==> src/rtl/spi_req_arbiter_if.sv <==
// spi_req_arbiter_if: requester-side and serializer-side signals of spi_req_arbiter.
// master is the arbiter's view, slave is the environment's (requesters plus serializer).
interface spi_req_arbiter_if #(parameter int NUM_REQ = 4, parameter int DATA_W = 16);
    logic [NUM_REQ-1:0]         req;
    logic [NUM_REQ*DATA_W-1:0]  req_data;
    logic [NUM_REQ-1:0]         gnt;
    logic [NUM_REQ-1:0]         done;
    logic [NUM_REQ-1:0]         err;
    logic                       busy;
    logic [$clog2(NUM_REQ)-1:0] cur_id;
    logic [NUM_REQ-1:0]         spi_sel;
    logic [DATA_W-1:0]          spi_word;
    logic                       spi_start;
    logic                       spi_busy;
    logic                       spi_done;
    modport master (
        input  req, req_data, spi_busy, spi_done,
        output gnt, done, err, busy, cur_id, spi_sel, spi_word, spi_start
    );
    modport slave (
        output req, req_data, spi_busy, spi_done,
        input  gnt, done, err, busy, cur_id, spi_sel, spi_word, spi_start
    );
endinterface

==> src/rtl/spi_req_arbiter.sv <==
// spi_req_arbiter: shares one SPI serializer among NUM_REQ requesters with a chip-select gap.
// Round-robin by default; define SPI_ARB_FIXED_PRI_EN for fixed lowest-index-wins priority.
module spi_req_arbiter #(
    parameter int NUM_REQ     = 4,
    parameter int DATA_W      = 16,
    parameter int GAP_CYC     = 2,
    parameter int TIMEOUT_CYC = 64
) (
    input logic clk,
    input logic reset,
    spi_req_arbiter_if.master bus
);
    localparam int IDW   = $clog2(NUM_REQ);
    localparam int GAP_N = GAP_CYC < 1 ? 1 : GAP_CYC;
    localparam int TMAX  = TIMEOUT_CYC > GAP_N ? TIMEOUT_CYC : GAP_N;
    localparam int TW    = $clog2(TMAX + 1);
    localparam logic [1:0] IDLE = 2'd0, LAUNCH = 2'd1, WAIT = 2'd2, GAP = 2'd3;

    logic [1:0]     state;
    logic [TW-1:0]  timer;
    logic [IDW-1:0] ptr;
    logic [IDW-1:0] win;
    logic [IDW:0]   idx;
    logic           found;

`ifdef SPI_ARB_FIXED_PRI_EN
    assign ptr = '0;
`else
    always_ff @(posedge clk or negedge reset)
        if (!reset)
            ptr <= '0;
        else if (state == IDLE && found)
            ptr <= win == IDW'(NUM_REQ - 1) ? '0 : win + 1'b1;
`endif

    // Scan downward in offset so the request closest to ptr is the last one written.
    always_comb begin
        win   = '0;
        found = 1'b0;
        idx   = '0;
        for (int k = NUM_REQ - 1; k >= 0; k--) begin
            idx = {1'b0, ptr} + (IDW + 1)'(k);
            if (idx >= (IDW + 1)'(NUM_REQ))
                idx = idx - (IDW + 1)'(NUM_REQ);
            if (bus.req[idx[IDW-1:0]]) begin
                win   = idx[IDW-1:0];
                found = 1'b1;
            end
        end
    end

    always_ff @(posedge clk or negedge reset) begin
        if (!reset) begin
            state         <= IDLE;
            timer         <= '0;
            bus.gnt       <= '0;
            bus.done      <= '0;
            bus.err       <= '0;
            bus.busy      <= 1'b0;
            bus.cur_id    <= '0;
            bus.spi_sel   <= '0;
            bus.spi_word  <= '0;
            bus.spi_start <= 1'b0;
        end else begin
            bus.gnt       <= '0;
            bus.done      <= '0;
            bus.err       <= '0;
            bus.spi_start <= 1'b0;
            case (state)
                IDLE:
                    if (found) begin
                        bus.gnt      <= NUM_REQ'(1) << win;
                        bus.spi_sel  <= NUM_REQ'(1) << win;
                        bus.spi_word <= bus.req_data[int'(win) * DATA_W +: DATA_W];
                        bus.cur_id   <= win;
                        bus.busy     <= 1'b1;
                        state        <= LAUNCH;
                    end
                LAUNCH:
                    if (!bus.spi_busy) begin
                        bus.spi_start <= 1'b1;
                        timer         <= '0;
                        state         <= WAIT;
                    end
                WAIT: begin
                    timer <= timer + 1'b1;
                    // A done landing on the timeout cycle takes precedence over err.
                    if (bus.spi_done || timer == TW'(TIMEOUT_CYC - 1)) begin
                        bus.done    <= bus.spi_done ? NUM_REQ'(1) << bus.cur_id : '0;
                        bus.err     <= bus.spi_done ? '0 : NUM_REQ'(1) << bus.cur_id;
                        bus.spi_sel <= '0;
                        timer       <= '0;
                        state       <= GAP;
                    end
                end
                GAP:
                    if (timer == TW'(GAP_N - 1)) begin
                        bus.busy <= 1'b0;
                        state    <= IDLE;
                    end else
                        timer <= timer + 1'b1;
            endcase
        end
    end
endmodule

==> src/flat_wrapper.sv <==
// flat-port wrapper written by rule: the top's interface ports become plain ports
module spi_req_arbiter_flat 
#(
    parameter int NUM_REQ     = 4,
    parameter int DATA_W      = 16,
    parameter int GAP_CYC     = 2,
    parameter int TIMEOUT_CYC = 64
)
  (clk, reset, bus_req, bus_req_data, bus_spi_busy, bus_spi_done, bus_gnt, bus_done, bus_err, bus_busy, bus_cur_id, bus_spi_sel, bus_spi_word, bus_spi_start);
  spi_req_arbiter_if #(.NUM_REQ(NUM_REQ), .DATA_W(DATA_W)) bus_i ();
  input logic clk;
  input logic reset;
  input wire logic [$bits(bus_i.req)-1:0] bus_req;
  input wire logic [$bits(bus_i.req_data)-1:0] bus_req_data;
  input wire logic [$bits(bus_i.spi_busy)-1:0] bus_spi_busy;
  input wire logic [$bits(bus_i.spi_done)-1:0] bus_spi_done;
  output wire logic [$bits(bus_i.gnt)-1:0] bus_gnt;
  output wire logic [$bits(bus_i.done)-1:0] bus_done;
  output wire logic [$bits(bus_i.err)-1:0] bus_err;
  output wire logic [$bits(bus_i.busy)-1:0] bus_busy;
  output wire logic [$bits(bus_i.cur_id)-1:0] bus_cur_id;
  output wire logic [$bits(bus_i.spi_sel)-1:0] bus_spi_sel;
  output wire logic [$bits(bus_i.spi_word)-1:0] bus_spi_word;
  output wire logic [$bits(bus_i.spi_start)-1:0] bus_spi_start;
  assign bus_i.req = bus_req;
  assign bus_i.req_data = bus_req_data;
  assign bus_i.spi_busy = bus_spi_busy;
  assign bus_i.spi_done = bus_spi_done;
  assign bus_gnt = bus_i.gnt;
  assign bus_done = bus_i.done;
  assign bus_err = bus_i.err;
  assign bus_busy = bus_i.busy;
  assign bus_cur_id = bus_i.cur_id;
  assign bus_spi_sel = bus_i.spi_sel;
  assign bus_spi_word = bus_i.spi_word;
  assign bus_spi_start = bus_i.spi_start;
  spi_req_arbiter #(.NUM_REQ(NUM_REQ), .DATA_W(DATA_W), .GAP_CYC(GAP_CYC), .TIMEOUT_CYC(TIMEOUT_CYC)) u_core (.clk(clk), .reset(reset), .bus(bus_i));
endmodule
==> config.mk <==
export PLATFORM = sky130hd
export DESIGN_NAME = spi_req_arbiter_flat
export DESIGN_NICKNAME = d
export VERILOG_FILES = /design/src/rtl/spi_req_arbiter_if.sv /design/src/rtl/spi_req_arbiter.sv /design/src/flat_wrapper.sv
export SDC_FILE = /design/constraint.sdc
export NUM_CORES = 1
export LEC_CHECK = 0
export BUFFER_PORTS_ARGS = -buffer_cell sky130_fd_sc_hd__buf_4
export CAP_MARGIN = 10
export CORE_MARGIN = 2
export CORE_UTILIZATION = 44
export CTS_BUF_LIST = sky130_fd_sc_hd__clkbuf_16
export DETAILED_ROUTE_END_ITERATION = 8
export PLACE_DENSITY = 0.83
export SYNTH_ARGS = -nofsm -noshare
export SYNTH_HDL_FRONTEND = slang
export SYNTH_SLANG_ARGS = --single-unit
export TNS_END_PERCENT = 50
==> constraint.sdc <==
create_clock -name clk -period 1.7 [get_ports clk]
set_input_delay 0.17 -clock clk [delete_from_list [all_inputs] [get_ports clk]]
set_output_delay 0.17 -clock clk [all_outputs]
set_load 0.005 [all_outputs]
==> summary.txt, run 1 <==
Die
  • CORE AREA: 5886 um2
  • Starting density of the core: 45.41%
  • Die Height: 81.94 um
  • Total die area: 6713 um2
  • Num rows: 28
  • I/O pin count: 108
  • Die X: 81.94 um

Clock tree
  • Cts bufs inserted: 5
  • Root Driver: clkbuf_16
  • Clk_lat worst skew: 0.28 ns
  • Clock tree from TritonCTS: built
  • H-tree Lvls: 2
  • Reg clk slew, reported paths: 0.07 ns
  • Clock net sink count: 47
  • Clock Path Buffers: 2

Global route
  • Grt met3 use: 4.505%
  • Grt peak-use layer: met2
  • Largest net degree at the start of global routing: 48
  • Antenna violations before repair: 0
  • First-pass GRT wire length: 11,290 um
  • Overflow after GRT: 0
  • Number of global-route vias before repair: 2,465
  • M1 GR Usage: 26.92%
  • GRT Total Usage: 21.72%
  • Grt met2 use: 38.21%

Pwr
  • Pleak: 1.983 nW
  • Maximum vdd drop: 0.8190 mV
  • Pwr dens: 1603 nW/um2

Logic synthesis
  • Post-Synthesis Cells: 247
  • Synth warnings: 0
  • Synth top area cells: dfrtp_1 44%, mux2i_1 7.1%, a221oi_2 5.1%, and2_1 4.7%, nor2_1 4.5%
  • Register area share after synthesis: 44.01%
  • Syn_nets: 328
  • Area leader, netlist: dfrtp_1
  • Synth Area per Inst: 10.82 um2
  • Yosys top cell area share: 44.01%
  • Post-synth EDFFs: 0
  • Unique masters post-synth: 43
  • Most used DFF post-synth: dfrtp_1
  • Mapped Area: 2673 um2
  • Register bit total from synthesis: 47
  • Async SR Flop Fraction: 100.0%

Cells and area
  • Layout Nets: 469
  • Multi-input gate area: 1508 um2
  • Fin area: 4146 um2
  • Antenna Cells: 0
  • Fill cell count: 429
  • Final Non-Filler Cells: 464
  • Most frequent cells in the layout: 138 x buf_4, 45 x dfrtp_1, 30 x nor2_1
  • Commonest non-fill, non-tap cell in the layout: buf_4
  • Util after Layout: 70.45%
  • Share of cells above drive strength 1: 54.24%
  • Register area: 1179 um2
  • P&R area growth vs syn: 55.15%

Setup path
  • CP required: 1.87 ns
  • Setup crit end kind: flop
  • Maximum fanout along the worst path: 9
  • Worst Path Arrival: 1.92 ns
  • WS Path Type: flop to flop
  • Critical path startpoint category: flop

Detailed routing
  • First-pass iteration count of the detailed router: 4
  • DRT antenna net count: 0
  • Drt total wl: 7177 um
  • Drt wl/cell: 15.47 um
  • Initial DRC count: 72
  • Vias: 2,478
  • Vias/cell: 5.341
  • DRC: 0

Placed design
  • Inst Count DP: 444
  • Placed instance area: 3707 um2
  • Routability congestion estimate from global placement: 0.7768
  • I/O Buffers: 107
  • Dpl ws: -0.1095 ns
  • DP Wirelength: 5079 um

Timing
  • RSZ-0062 raised after global routing: true
  • Fmax: 572.4 MHz
  • Setup ws final: -0.04700 ns
  • Final period util: 102.8%
  • Setup_tns: -0.1861 ns
  • Max-slew headroom: 61.12%
  • Worst slew pin tran: 0.5833 ns
  • Final Hold Fails: 0
  • Final Max Slew Viols: 0
  • Fin crit period: 1.747 ns
  • # setup viols final: 9
  • Clk_skew: 0.004398 ns

Outcome
  • Status: finished with violations
  • Failing checks: negative setup slack

Min path
  • Hold Path Class: input port to flop

Run
  • MaxCap Viol Count: 0
## layer usage
layer / vias to the layer above / wire length, um
met5: - / 0
met4: 0 / 74
met3: 10 / 590
met2: 123 / 3761
met1: 1175 / 2751
li1: 1170 / -
## final timing paths
path / from / end / slack, ns / cells after the start
max in group asynchronous: reset / u_core.timer[4]$_DFFE_PN0P_ / 0.84 / 2
setup reg to reg: u_core.ptr[1]$_DFFE_PN0P_ / u_core.bus.spi_sel[2]$_DFFE_PN0P_ / -0.05 / 7
hold / removal: bus_spi_busy / u_core.bus.spi_start$_DFF_PN0_ / 0.07 / 2
min in group asynchronous: reset / u_core.state[0]$_DFFE_PN0P_ / 0.43 / 2
hold reg to reg: u_core.bus.spi_sel[1]$_DFFE_PN0P_ / u_core.bus.spi_sel[1]$_DFFE_PN0P_ / 0.51 / 1
setup / recovery: u_core.ptr[1]$_DFFE_PN0P_ / u_core.bus.spi_sel[2]$_DFFE_PN0P_ / -0.05 / 7
## cells in the mapped netlist, types with 3 or more instances
master	instances
nand2b_1	6
nand2_1	11
nor2b_1	6
ha_1	9
nand4_1	4
inv_1	7
a221oi_1	7
a211oi_2	9
mux2_2	4
a211oi_1	7
buf_6	3
dfrtp_1	47
and2_1	20
a221oi_2	9
o21ai_0	4
mux2i_1	19
nor2_1	32
xor2_1	4
nor3_1	5
clkbuf_1	4
## flip-flops by register name, summed over array words and instances, names as in the netlist
register and cells:
u_core.bus.spi_word 16, u_core.timer 7, u_core.bus.done 4, u_core.bus.err 4, u_core.bus.gnt 4, u_core.bus.spi_sel 4
u_core.bus.cur_id 2, u_core.ptr 2, u_core.state 2, u_core.bus.busy 1, u_core.bus.spi_start 1
## critical path, cell delays in order (launching register included)
cell	delay (ns)
dfrtp_1	0.42
mux2i_1	0.19
or2_1	0.12
and3_4	0.31
inv_16	0.06
ha_4	0.16
nor2b_1	0.12
mux2_4	0.25
## stage by stage
stage,total power [mW],hold WS (ns)
after floorplan,3.599,-0.1256
after global placement,4.782,0.2109
after detailed placement,4.894,0.2130
after CTS,6.346,0.05899
after global routing,7.089,0.07596
final,6.645,0.07443
## logic make-up after synthesis
group	Yosys count	synth area share, %
xor gates and xnor gates	5	1.639
and+or+nand+nor	94	18.02
adders and majority gates	9	4.214
DFF	47	44.01
muxes	24	9.223
buffers and inverters	20	5.384
AOI/OAI and AO/OA	48	17.51
## where the power goes
part	switching, mW	internal [mW]	total, mW
combinational	1.73	2.01	3.75
sequential	0.283	1.50	1.79
clock	0.417	0.693	1.11
## timing repair
| item | CTS | global route |
|---|---|---|
| pin swaps | 6 | 16 |
| gates cloned | 1 | 0 |
| resized for setup | 13 | 26 |
| hold buffers | 1 | 0 |
| hold endpoints to repair | 47 | 0 |
| setup endpoints to repair | 28 | 29 |
| buffers inserted | 7 | 3 |
## layout make-up
class | instances | area share (%)
repair buffers | 145 | 27.49
well taps | 75 | 2.263
flip-flops and latches | 47 | 28.42
clock buffers | 5 | 3.017
inverters | 8 | 1.177
repair inverters | 1 | 0.2112
clock inverters | 3 | 1.056
multi-input cells | 180 | 36.36
Note: power is estimated with default switching activity, not from simulation.
==> inputs of run 2 (changes only) <==
- MAX_ROUTING_LAYER: not set -> met4
- SLEW_MARGIN: not set -> 15
==> run 2 against run 1 <==
  * The flow still finishes with violations (negative setup slack)
  * Register-to-register slack hardly changed
  * Critical path depth stayed put
  * Clock power hardly changed
  * Largest cell class unchanged
==> summary.txt, run 2 (synthesis gave the netlist of run 1 again) <==
Clock tree
  • Root Driver: clkbuf_16
  • Reg clk slew, reported paths: 0.07 ns
  • Clock Path Buffers: 2
  • Clk_lat worst skew: 0.29 ns
  • Clock net sink count: 47
  • H-tree Lvls: 2
  • Cts bufs inserted: 5
  • Clock tree from TritonCTS: built

Cells and area
  • Largest reg by FF count: u_core.bus.spi_word
  • Final Non-Filler Cells: 464
  • Antenna Cells: 0
  • Max FFs per register: 16
  • Biggest regs: u_core.bus.spi_word x16, u_core.timer x7
  • Multi-input gate area: 1508 um2
  • Register area: 1179 um2
  • Fill cell count: 429
  • Commonest non-fill, non-tap cell in the layout: buf_4
  • Share of cells above drive strength 1: 54.24%
  • P&R area growth vs syn: 55.15%
  • Most frequent cells in the layout: 138 x buf_4, 45 x dfrtp_1, 30 x nor2_1
  • Layout Nets: 469

Setup path
  • R2R Setup Slk: -0.05 ns
  • Worst-path cell chain: mux2i_1 -> or2_1 -> and3_4 -> inv_16 -> ha_4 -> nor2b_1 -> mux2_4
  • Max incr delay on CP: 0.42 ns
  • Setup crit end kind: flop
  • Maximum fanout along the worst path: 9
  • Worst Path Arrival: 1.92 ns
  • CP required: 1.87 ns
  • RR Startpoint: u_core.ptr[1]$_DFFE_PN0P_
  • Worst R2R End: u_core.bus.spi_sel[2]$_DFFE_PN0P_
  • WS Path Type: flop to flop
  • Reg2Reg Depth: 7
  • Critical path startpoint category: flop
  • Slowest cell on the critical path: dfrtp_1

Detailed routing
  • First-pass iteration count of the detailed router: 4
  • Vias: 2,486
  • Initial DRC count: 81
  • DRT antenna net count: 0
  • Drt wl/cell: 15.48 um
  • Drt total wl: 7184 um
  • DRC: 0
  • Vias/cell: 5.358

Timing
  • Fin crit period: 1.749 ns
  • Final Hold Fails: 0
  • Clk_skew: 0.003466 ns
  • Final Max Slew Viols: 0
  • Max-slew headroom: 61.04%
  • Setup ws final: -0.04937 ns
  • RSZ-0062 raised after global routing: true
  • Worst slew pin tran: 0.5844 ns
  • # setup viols final: 11
  • Fmax: 571.6 MHz
  • Final period util: 102.9%

Pwr
  • Switching share of total power: 36.65%
  • Pwr dens: 1603 nW/um2
  • Internal: 4.210 mW
  • Pleak: 1.984 nW
  • Sequential share of power: 26.8%
  • Maximum vdd drop: 0.8139 mV
  • Comb power frac: 56.5%
  • Switching Power: 2.435 mW
  • Clk pwr share: 16.7%
  • Total power: 6.645 mW

Die
  • CORE AREA: 5886 um2
  • Starting density of the core: 45.41%
  • Total die area: 6713 um2
  • Die X: 81.94 um
  • Die Height: 81.94 um
  • Num rows: 28
  • I/O pin count: 108

Placed design
  • Inst Count DP: 444
  • DP Wirelength: 5079 um
  • Routability congestion estimate from global placement: 0.7874
  • I/O Buffers: 107

Global route
  • GRT Total Usage: 22.34%
  • First-pass GRT wire length: 11,300 um
  • Overflow after GRT: 0
  • Antenna violations before repair: 0
  • Number of global-route vias before repair: 2,468
  • Largest net degree at the start of global routing: 48

Outcome
  • Status: finished with violations
  • Failing checks: negative setup slack

Min path
  • Hold Path Cell Cnt: 2
  • Hold Path Class: input port to flop
  • Min-Delay Endpoint: u_core.bus.spi_start$_DFF_PN0_
  • Hold wc startpoint: bus_spi_busy

Run
  • MaxCap Viol Count: 0
-- run 2: worst max-delay path by stage --
stage	endpoint	startpoint	cells after the start	slack [ns]
2_1_floorplan	u_core.bus.spi_sel[2]$_DFFE_PN0P_	u_core.ptr[1]$_DFFE_PN0P_	10	-0.07
3_3_place_gp	u_core.bus.spi_sel[3]$_DFFE_PN0P_	u_core.ptr[1]$_DFFE_PN0P_	6	-0.04
3_5_place_dp	u_core.bus.spi_word[2]$_DFFE_PN0P_	u_core.ptr[1]$_DFFE_PN0P_	7	-0.11
4_1_cts	u_core.bus.spi_sel[2]$_DFFE_PN0P_	u_core.ptr[1]$_DFFE_PN0P_	7	-0.03
5_1_grt	u_core.bus.spi_word[5]$_DFFE_PN0P_	u_core.ptr[1]$_DFFE_PN0P_	6	-0.14
6_report	u_core.bus.spi_sel[2]$_DFFE_PN0P_	u_core.ptr[1]$_DFFE_PN0P_	7	-0.05
-- run 2: power groups by stage --
stage	logic (mW)	clock network, mW	registers [mW]
final	3.75	1.11	1.78
after CTS	3.46	1.12	1.76
after floorplan	1.84	0	1.76
after detailed placement	3.12	0	1.77
after global placement	3.02	0	1.76
after global routing	4.09	1.17	1.82
-- run 2: worst max-delay path: cells and delay by family (launching register included) --
kind	cells	cell delay (ns)
DFF	1	0.42
and+or+nand+nor	3	0.55
adders and majority gates	1	0.16
muxes	2	0.43
buffers and inverters	1	0.06
-- run 2: cell type report --
type / count / share of cell area (%)
clock buffer: 5 / 3.017
clock inverter: 3 / 1.056
inverter: 8 / 1.177
multi-input combinational: 180 / 36.36
sequential: 47 / 28.42
tap: 75 / 2.263
timing repair buffer: 145 / 27.49
timing repair inverter: 1 / 0.2112
-- run 2: metrics by stage --
step	worst slack [ns]	hold WS (ns)	utilization (%)	area (um2)	setup TNS, ns
after CTS	-0.02574	0.05899	68.30	4020	-0.04045
after detailed placement	-0.1095	0.2130	62.99	3707	-0.8166
after floorplan	-0.07023	-0.1256	-	2694	-0.1446
after global routing	-0.1424	0.07597	70.45	4146	-2.157
final	-0.04937	0.07447	70.45	4146	-0.2492
after global placement	-0.03579	0.2109	62.99	3707	-0.1492
-- run 2: timing repair --
item / 4_1_cts / 5_1_grt
setup endpoints to repair: 28 / 29
gates resized for setup: 13 / 26
gates cloned: 1 / 0
pin swaps: 6 / 15
endpoints found under the hold margin: 47 / 0
setup buffers: 7 / 3
hold buffers: 1 / 0
-- run 2: layer usage --
metal,up-vias,routed length (um),track usage (%)
met2,116,3725,38.21
met4,0,103,5.833
met1,1190,2823,27.54
met5,-,0,-
li1,1168,-,-
met3,12,531,3.516
==> inputs of run 3 (changes only) <==
- CTS_CLUSTER_SIZE: not set -> 24
- SETUP_SLACK_MARGIN: not set -> 0.1
==> run 3 against run 2 <==
  * The run still ends with negative setup slack left
  * Utilization up 0.89 points
  * Routed wire length up 5.8%
  * Register-to-register slack about the same
  * Die area unchanged
  * Non-clock buffer count is 1 lower
  * Power shrank 0.49%
  * Largest power group unchanged
  * Sequential share of layout area is 0.30 points lower
  * Sequential power is essentially flat
  * First-iteration DRC count increased by 12%
  * Combinational power increased by 3%
  * Global-route usage up 0.50 points
==> summary.txt, run 3 (synthesis gave the netlist of run 1 again) <==
Outcome
  • Status: finished with violations
  • Failing checks: negative setup slack

Pwr
  • Maximum vdd drop: 0.8929 mV
  • Pleak: 1.977 nW
  • Pwr dens: 1575 nW/um2
  • Total power: 6.613 mW

Die
  • Starting density of the core: 45.41%
  • Die Height: 81.94 um
  • CORE AREA: 5886 um2
  • Total die area: 6713 um2
  • Die X: 81.94 um
  • I/O pin count: 108
  • Num rows: 28

Detailed routing
  • Vias: 2,500
  • DRT antenna net count: 0
  • First-pass iteration count of the detailed router: 4
  • Initial DRC count: 91
  • Drt total wl: 7601 um
  • Vias/cell: 5.400
  • Drt wl/cell: 16.42 um
  • DRC: 0

Setup path
  • CP required: 1.88 ns
  • RR Startpoint: u_core.ptr[1]$_DFFE_PN0P_
  • Reg2Reg Depth: 7
  • R2R Setup Slk: -0.06 ns
  • Worst Path Arrival: 1.94 ns
  • WS Path Type: flop to flop
  • Worst Setup EP: u_core.bus.spi_sel[2]$_DFFE_PN0P_
  • Worst R2R End: u_core.bus.spi_sel[2]$_DFFE_PN0P_
  • Setup crit end kind: flop
  • Critical Path Start: u_core.ptr[1]$_DFFE_PN0P_
  • Maximum fanout along the worst path: 14
  • Critical path startpoint category: flop

Clock tree
  • Clock tree from TritonCTS: built
  • H-tree Lvls: 2
  • Cts bufs inserted: 5
  • Clk_lat worst skew: 0.29 ns
  • Clock Path Buffers: 2
  • Reg clk slew, reported paths: 0.07 ns
  • Root Driver: clkbuf_16
  • Clock net sink count: 47

Timing
  • RSZ-0062 raised after global routing: true
  • Fmax: 568.1 MHz
  • Fin crit period: 1.760 ns
  • Final period util: 103.5%
  • Setup_tns: -0.2158 ns
  • Clk_skew: 0.005361 ns
  • Max-slew headroom: 60.47%
  • # setup viols final: 12
  • Worst slew pin tran: 0.5929 ns
  • Final Hold Fails: 0
  • Setup ws final: -0.06033 ns
  • Final Hold Slack: 0.06543 ns
  • Final Max Slew Viols: 0

Cells and area
  • Commonest non-fill, non-tap cell in the layout: buf_4
  • Biggest regs: u_core.bus.spi_word x16, u_core.timer x7
  • Antenna Cells: 0
  • P&R area growth vs syn: 57.12%
  • Most frequent cells in the layout: 140 x buf_4, 43 x dfrtp_1, 31 x nor2_1
  • Final Non-Filler Cells: 463
  • Largest reg by FF count: u_core.bus.spi_word
  • Fin area: 4199 um2
  • Max FFs per register: 16
  • Share of cells above drive strength 1: 54.38%
  • Layout Nets: 468
  • Util after Layout: 71.34%

Placed design
  • Placed instance area: 3740 um2
  • Routability congestion estimate from global placement: 0.9165
  • Inst Count DP: 438
  • I/O Buffers: 107
  • Dpl ws: -0.04644 ns
  • DP Wirelength: 5164 um

Run
  • MaxCap Viol Count: 0

Min path
  • Hold Path Class: input port to flop

Global route
  • First-pass GRT wire length: 11,240 um
  • Overflow after GRT: 0
  • Antenna violations before repair: 0
  • Largest net degree at the start of global routing: 48
  • GRT Total Usage: 22.84%
  • Number of global-route vias before repair: 2,380
-- run 3: changes by cell type in the layout (fill, tap and decap cells not counted), sizes merged --
cell      before  now
buf          144  143
clkinvlp       0    2
inv            9   10
clkinv         2    0
bufinv         1    0
-- run 3: how the worst min path moves through the flow --
stage                      start                              to  slack (ns)  cells past startpoint
finish              bus_spi_busy  u_core.bus.spi_start$_DFF_PN0_        0.07                      2
global route        bus_spi_busy  u_core.bus.spi_start$_DFF_PN0_        0.06                      2
CTS                 bus_spi_busy  u_core.bus.spi_start$_DFF_PN0_        0.05                      2
detailed placement         reset     u_core.state[0]$_DFFE_PN0P_        0.22                      1
global placement           reset  u_core.bus.spi_start$_DFF_PN0_        0.21                      1
floorplan                  reset     u_core.bus.busy$_DFFE_PN0P_       -0.13                      0
-- run 3: repair_timing --
item,CTS,global route
pin swaps,12,17
hold buffers,1,0
gates cloned,1,0
gates resized for setup,9,22
hold endpoints to repair,47,0
buffers inserted,12,3
setup endpoints to repair,29,30
-- run 3: layout make-up --
type                            count  area (um2)
Multi-Input combinational cell    180        1605
Timing Repair Buffer              144        1112
Fill cell                         412        1687
Inverter                            8       48.80
Timing Repair inverter              1       8.758
Clock inverter                      3       23.77
Sequential cell                    47        1181
Tap cell                           75       93.84
Clock buffer                        5       125.1
-- run 3: worst max-delay path: stages, from the launching register on --
cell	delay (ns)
dfrtp_1	0.41
mux2i_1	0.19
or2_1	0.14
and3_4	0.32
inv_16	0.07
ha_4	0.16
nor2b_4	0.11
mux2_4	0.25
-- run 3: metal layers --
metal / global-route usage, % / part of all wire, % / up-vias
li1: - / - / 1173
met1: 27.51 / 41 / 1244
met2: 38.46 / 53 / 76
met3: 5.055 / 4.8 / 7
met4: 6.667 / 0.80 / 0
met5: - / 0 / -
-- run 3: report_power, final --
part           total (mW)  internal [mW]  switching, mW
clock               0.980          0.550          0.430
sequential           1.78           1.51          0.276
combinational        3.85           2.02           1.83
